[config.mk]
export PLATFORM = sky130hd
export DESIGN_NAME = range_max_finder
export DESIGN_NICKNAME = d
export VERILOG_FILES = /design/src/rtl/range_max_finder.sv
export SDC_FILE = /design/constraint.sdc
export NUM_CORES = 1
export LEC_CHECK = 0
export CAP_MARGIN = 25
export CORE_MARGIN = 3
export CORE_UTILIZATION = 50
export CTS_CLUSTER_SIZE = 14
export DETAILED_ROUTE_END_ITERATION = 8
export GPL_ROUTABILITY_DRIVEN = 0
export GPL_TIMING_DRIVEN = 1
export PLACE_DENSITY = 0.89
export SLEW_MARGIN = 20
export SYNTH_ARGS = -nofsm -noshare
export SYNTH_HDL_FRONTEND = slang
export SYNTH_SLANG_ARGS = --single-unit
[constraint.sdc]
create_clock -name clk -period 3.22 [get_ports clk]
set_clock_uncertainty 0.15 [all_clocks]
set_input_delay 0.322 -clock clk [delete_from_list [all_inputs] [get_ports clk]]
set_output_delay 0.322 -clock clk [all_outputs]
set_load 0.1 [all_outputs]
[src/rtl/range_max_finder.sv]
// range_max_finder
//   Sequenced max-search engine. On an accepted start it walks a
//   synchronous-read memory from first_addr to last_addr inclusive and
//   reports the largest unsigned word and the lowest address holding it.
//
// Ports
//   clk         rising-edge clock
//   reset_n     asynchronous, active-low reset
//   start       search request, sampled only while idle
//   first_addr  first address of the window (latched on accepted start)
//   last_addr   last address of the window, inclusive (latched on start)
//   mem_rd      memory read strobe, high only while issuing a read
//   mem_addr    memory read address (always shows the current address)
//   mem_din     memory read data, valid the cycle after mem_rd
//   busy        high whenever the engine is not idle
//   done        one-cycle pulse, results valid
//   err         window invalid (first_addr > last_addr), valid with done
//   max_val     largest word found
//   max_addr    address of the largest word
module range_max_finder #(
  parameter int DATA_W = 8,
  parameter int ADDR_W = 4
) (
  input  logic              clk,
  input  logic              reset_n,
  input  logic              start,
  input  logic [ADDR_W-1:0] first_addr,
  input  logic [ADDR_W-1:0] last_addr,
  output logic              mem_rd,
  output logic [ADDR_W-1:0] mem_addr,
  input  logic [DATA_W-1:0] mem_din,
  output logic              busy,
  output logic              done,
  output logic              err,
  output logic [DATA_W-1:0] max_val,
  output logic [ADDR_W-1:0] max_addr
);

  localparam logic [1:0] ST_IDLE    = 2'd0;
  localparam logic [1:0] ST_ISSUE   = 2'd1;
  localparam logic [1:0] ST_COMPARE = 2'd2;
  localparam logic [1:0] ST_DONE    = 2'd3;

  logic [1:0]        state_reg;
  logic [ADDR_W-1:0] addr_reg;
  logic [ADDR_W-1:0] last_reg;
  logic [DATA_W-1:0] max_val_reg;
  logic [ADDR_W-1:0] max_addr_reg;
  logic              err_reg;
  logic              first_reg;

  // The first word of a window always wins, so a window of all zeros still
  // reports its first address; afterwards only a strictly larger word
  // replaces the current maximum, which keeps the lowest address on ties.
  logic take_word;
  assign take_word = first_reg || (mem_din > max_val_reg);

  always_ff @(posedge clk or negedge reset_n) begin
    if (!reset_n) begin
      state_reg    <= ST_IDLE;
      addr_reg     <= '0;
      last_reg     <= '0;
      max_val_reg  <= '0;
      max_addr_reg <= '0;
      err_reg      <= 1'b0;
      first_reg    <= 1'b0;
    end else begin
      case (state_reg)
        ST_IDLE: begin
          if (start) begin
            addr_reg     <= first_addr;
            last_reg     <= last_addr;
            max_val_reg  <= '0;
            max_addr_reg <= first_addr;
            first_reg    <= 1'b1;
            if (first_addr <= last_addr) begin
              err_reg   <= 1'b0;
              state_reg <= ST_ISSUE;
            end else begin
              err_reg   <= 1'b1;
              state_reg <= ST_DONE;
            end
          end
        end
        ST_ISSUE: begin
          state_reg <= ST_COMPARE;
        end
        ST_COMPARE: begin
          if (take_word) begin
            max_val_reg  <= mem_din;
            max_addr_reg <= addr_reg;
          end
          first_reg <= 1'b0;
          // Test for the end before incrementing so a window ending at the
          // top address never wraps the address counter.
          if (addr_reg == last_reg) begin
            state_reg <= ST_DONE;
          end else begin
            addr_reg  <= addr_reg + 1'b1;
            state_reg <= ST_ISSUE;
          end
        end
        default: begin
          state_reg <= ST_IDLE;
        end
      endcase
    end
  end

  assign mem_rd   = (state_reg == ST_ISSUE);
  assign mem_addr = addr_reg;
  assign busy     = (state_reg != ST_IDLE);
  assign done     = (state_reg == ST_DONE);
  assign err      = err_reg;
  assign max_val  = max_val_reg;
  assign max_addr = max_addr_reg;

endmodule

==> results of run 1 <==
## stage by stage
step	instances	hold WS (ns)	util [%]	worst slack, ns
after floorplan	145	-0.124	-	0.509
after global placement	209	0.347	69.5	0.610
after detailed placement	210	0.354	70.1	0.530
after CTS	214	0.199	71.5	0.817
after global routing	214	0.215	71.5	0.629
final	214	0.182	71.5	0.821
## per-layer routing
metal | wire length, um | global-route usage [%] | part of all wire [%] | vias up
met5 | 0 | 0 | 0 | -
met4 | 22 | 4.75 | 0.70 | 0
met3 | 229 | 2.59 | 7.3 | 3
met2 | 1530 | 35.0 | 48 | 50
li1 | - | - | - | 576
met1 | 1370 | 26.1 | 43 | 554
## worst min-delay path by stage
stage | to | slack, ns | cells after the start
floorplan | err | -0.12 | 0
global placement | err | 0.35 | 2
detailed placement | max_addr[1] | 0.35 | 1
CTS | max_val[4] | 0.20 | 1
global route | max_val[6] | 0.22 | 1
finish | max_val[6] | 0.18 | 1
## area by class of cell
class	count	area share, %
clock buffer	4	1.93
inverter	13	2.59
multi-input combinational	103	41.3
sequential	24	31.9
tap	30	1.99
timing repair buffer	40	20.3
## worst max-delay path, cell delays in order (launching register included)
cell and delay, ns:
dfrtp_1 0.47, nand2b_1 0.35, a2111oi_4 0.36, o21ai_2 0.10, o21ai_2 0.45, buf_4 0.25, mux2i_1 0.20
## cells in the final DEF, fill, tap and decap left out, types with 5 or more instances in the layout
cell type / instances
clkdlybuf4s50_1: 30
nand4_1: 5
ha_1: 13
inv_1: 13
a21oi_1: 5
o21ai_0: 5
buf_4: 9
mux2i_1: 7
nor2_1: 8
dfrtp_1: 24
nand2_1: 19
mux2_2: 6
## kinds of logic after synthesis
kind of cell,share of synthesized area [%]
XOR/XNOR,2.40
flip-flops,41.1
AO/OA/AOI/OAI,11.7
multiplexers,12.5
AND/OR/NAND/NOR,15.4
buffers and inverters,5.66
adder cells (fa/ha/maj),11.1
==> results.json, run 1 <==
{
  "grt_max_degree": 19,
  "postRouteWirelength_um": 3160,
  "hold_viol": 0,
  "max_cap_violations": 0,
  "cts_resized": 0,
  "async_flop_share_pct": 100,
  "nFillCells": 205,
  "ys_seq_elements": 24,
  "num_vias": 1183,
  "cp-end-kind": "flop",
  "die_x_um": 60.0,
  "worstSkewPairLatency_ns": 0.32,
  "fin_crit_sh_pct": 74.5,
  "overflow": 0,
  "synth-seq-area-share_pct": 41.1,
  "yosysUniqueCellTypes": 30,
  "seq_area_um2": 601,
  "syn_nets": 177,
  "crit_required_ns": 3.32,
  "nets": 217,
  "synth_warnings": 0,
  "start_kind": "flop",
  "clkTransAtPathRegs_ns": 0.14,
  "tns_ns": 0,
  "setup.worst_path.end": "max_val[6]",
  "synth_common_cells": "24 x dfrtp_1, 19 x nand2_1, 13 x ha_1, 13 x inv_1, 8 x nor2_1",
  "netlist.area_leader.share_pct": 41.1,
  "synth_cells": 145,
  "grt_first_pass_wirelength_um": 5440,
  "rsz0062_at_grt": "false",
  "dp_hpwl_um": 2550,
  "track_usage_pct": 20.0,
  "clock-sinks": 24,
  "tightest_slew_ns": 0.976,
  "worstSetupPathType": "flop to flop",
  "row_count": 18,
  "finalSetupViolations": 0,
  "final-max-slew-violation-count": 0,
  "initial_core_util_pct": 55.4,
  "vias_per_cell": 5.53,
  "cts_tree": "yes",
  "cts_root_buf": "clkbuf_4",
  "antenna_found_initial": 0,
  "cts-buffers-inserted": 3,
  "port-buffer-count": 38,
  "drt_iter0_drc": 36,
  "clockBufferDepth": 2,
  "yosys-top-cells-area": "dfrtp_1 41%, ha_1 11%, nand2_1 4.9%",
  "grt_pass1_vias": 1198,
  "reg2reg_from": "state_reg[0]",
  "clock.fmax_ghz": 0.417,
  "critPathArrivalTime_ns": 2.50,
  "worst-r2r-setup-slack_ns": 0.82,
  "io_pins": 39,
  "wl_per_cell_um": 14.7,
  "dieHeight_um": 60.0,
  "hold_buffers": 0,
  "worstReg2RegEnd": "max_val[6]",
  "crit_path_start": "state_reg[0]",
  "postCtsSetupBuffers": 0,
  "htreeDepth": 1,
  "synth_area_per_cell_um2": 10.1,
  "netlist_area_mm2": 0.00146,
  "largest_reg_flops": 8,
  "r2r_cells": 6,
  "drive_gt1_share_pct": 15.2,
  "worst_hold_path_type": "primary input to async pin",
  "slew_headroom_pct": 34.7,
  "n_antenna_cell": 0,
  "first_pass_iters": 5,
  "design_area_mm2": 0.00188,
  "multiInputGateArea_um2": 777,
  "core-area_mm2": 0.00264,
  "critPathMaxFanout": 9,
  "area_growth_pct": 29.0,
  "dpl_cell_area_mm2": 0.00185,
  "fin_crit_ns": 2.40,
  "fp.dieArea_mm2": 0.00360,
  "status": "complete, no violations",
  "drc": 0,
  "yosysTopAreaCell": "dfrtp_1",
  "drtAntennaViolNets": 0,
  "synth_most_common_cell": "dfrtp_1",
  "synth_edf_count": 0,
  "ys.flop_type": "dfrtp_1"
}
Power of run 1 is left out: the tool's default activity adds up to more than one toggle a clock period on the data nets, which glitch-free logic cannot reach.
==> run 2: changes to the inputs <==
Settings changed: CORE_UTILIZATION 50 to 43, PLACE_DENSITY 0.89 to 0.82.
Clock period 3.22 ns to 1.9 ns, I/O delays scaled along.
==> results.json, run 2 (synthesis gave the netlist of run 1 again) <==
{
  "failed_checks": "setup timing",
  "final_common_cell": "buf_4",
  "drc": 0,
  "multiInputGateArea_um2": 856,
  "drt_iter0_drc": 57,
  "fin_crit_ns": 2.08,
  "seq_area_um2": 628,
  "crit_chain": "inv_4 > ha_4 > a2111oi_4 > o21ai_2 > o21ai_2 > buf_6 > mux2_4",
  "drtAntennaViolNets": 0,
  "dp_hpwl_um": 2760,
  "nFillCells": 256,
  "finalSetupViolations": 12,
  "clockBufferDepth": 2,
  "grt_max_degree": 25,
  "fp.dieArea_mm2": 0.00413,
  "vias_per_cell": 5.14,
  "cp-end-kind": "flop",
  "critPathMaxFanout": 6,
  "clock-sinks": 24,
  "crit_required_ns": 1.95,
  "most-common-layout-cells": "31 x buf_4, 19 x nand2_1, 18 x clkdlybuf4s50_1",
  "grt_first_pass_wirelength_um": 5980,
  "nets": 238,
  "worstSkewPairLatency_ns": 0.31,
  "post-place-ws_ns": -0.459,
  "critPathArrivalTime_ns": 2.14,
  "num_vias": 1280,
  "tightest_slew_ns": 0.308,
  "hold_buffers": 0,
  "critPathSlowestCell": "dfrtp_4",
  "first_pass_iters": 4,
  "area_growth_pct": 55.1,
  "cp_common_cell": "o21ai_2",
  "max_cap_violations": 0,
  "port-buffer-count": 38,
  "grt_pass1_vias": 1313,
  "n_antenna_cell": 0,
  "wl_per_cell_um": 14.3,
  "status": "finished with violations",
  "io_pins": 39,
  "slowest_delay_ns": 0.51,
  "antenna_found_initial": 0,
  "postRouteWirelength_um": 3560,
  "die_x_um": 64.3,
  "core-area_mm2": 0.00315,
  "start_kind": "flop",
  "worst_slack_ns": -0.182,
  "slew_headroom_pct": 79.5,
  "worstSetupPathType": "flop to flop",
  "r2r_cells": 7,
  "clkTransAtPathRegs_ns": 0.13,
  "rsz0062_at_grt": "true",
  "crit_family": "compound AO/OA/AOI/OAI gates",
  "dieHeight_um": 64.3,
  "cp_num_buf_inv": 2,
  "cts-buffers-inserted": 3,
  "row_count": 20,
  "clock.fmax_ghz": 0.480,
  "overflow": 0,
  "hold_viol": 0,
  "initial_core_util_pct": 46.3,
  "cts_tree": "yes",
  "fin_crit_sh_pct": 110,
  "largest_reg_flops": 8,
  "htreeDepth": 1,
  "crit_cells": 7,
  "cts_root_buf": "clkbuf_4",
  "drive_gt1_share_pct": 41.5,
  "final-max-slew-violation-count": 0,
  "worst_hold_path_type": "primary input to async pin",
  "track_usage_pct": 18.2
}
run 2: cell count changes in the layout (fill, tap and decap cells not counted), sizes merged:
cell           previous run  this run
clkdlybuf4s50            30        18
buf                      10        43
run 2: timing repair:
item	in CTS	in global routing
pin swaps	4	5
gates resized for setup	6	7
setup buffers	1	0
hold endpoints to repair	0	0
endpoints found under the setup margin	12	12
run 2: area by class of cell:
| class | count | area share (%) |
|---|---|---|
| timing repair buffer | 61 | 28.1 |
| clock buffer | 4 | 1.60 |
| multi-input combinational | 103 | 37.8 |
| inverter | 13 | 2.38 |
| tap | 44 | 2.43 |
| sequential | 24 | 27.7 |
run 2: metrics by stage:
step	utilization, %	cells	TNS, ns	hold slack (ns)	instance area (um2)
after floorplan	-	145	-2.77	-0.256	1510
after global placement	68.1	244	-3.56	0.351	2150
after detailed placement	68.1	244	-4.92	0.359	2150
after CTS	70.4	249	-1.98	0.0828	2220
after global routing	71.8	249	-2.56	0.0996	2260
final	71.8	249	-1.50	0.0688	2260
run 2: per-layer routing:
metal	part of all wire (%)	track usage (%)	routed length [um]
met5	0	0	0
met4	0.48	4.49	17
met3	6.3	3.34	225
met2	50	31.8	1780
met1	43	23.1	1540
run 2: path summary, 6_finish.rpt:
kind / slack [ns] / from / to
hold reg to reg: 0.39 / err / err
min in group clk: 0.32 / mem_din[4] / max_val[4]
setup reg to reg: -0.18 / max_val[7] / max_val[0]
hold / removal: 0.07 / reset_n / max_val[6]
max in group asynchronous: 1.25 / reset_n / max_val[1]
setup / recovery: -0.18 / max_val[7] / max_val[0]
Power of run 2 is left out for the same reason.
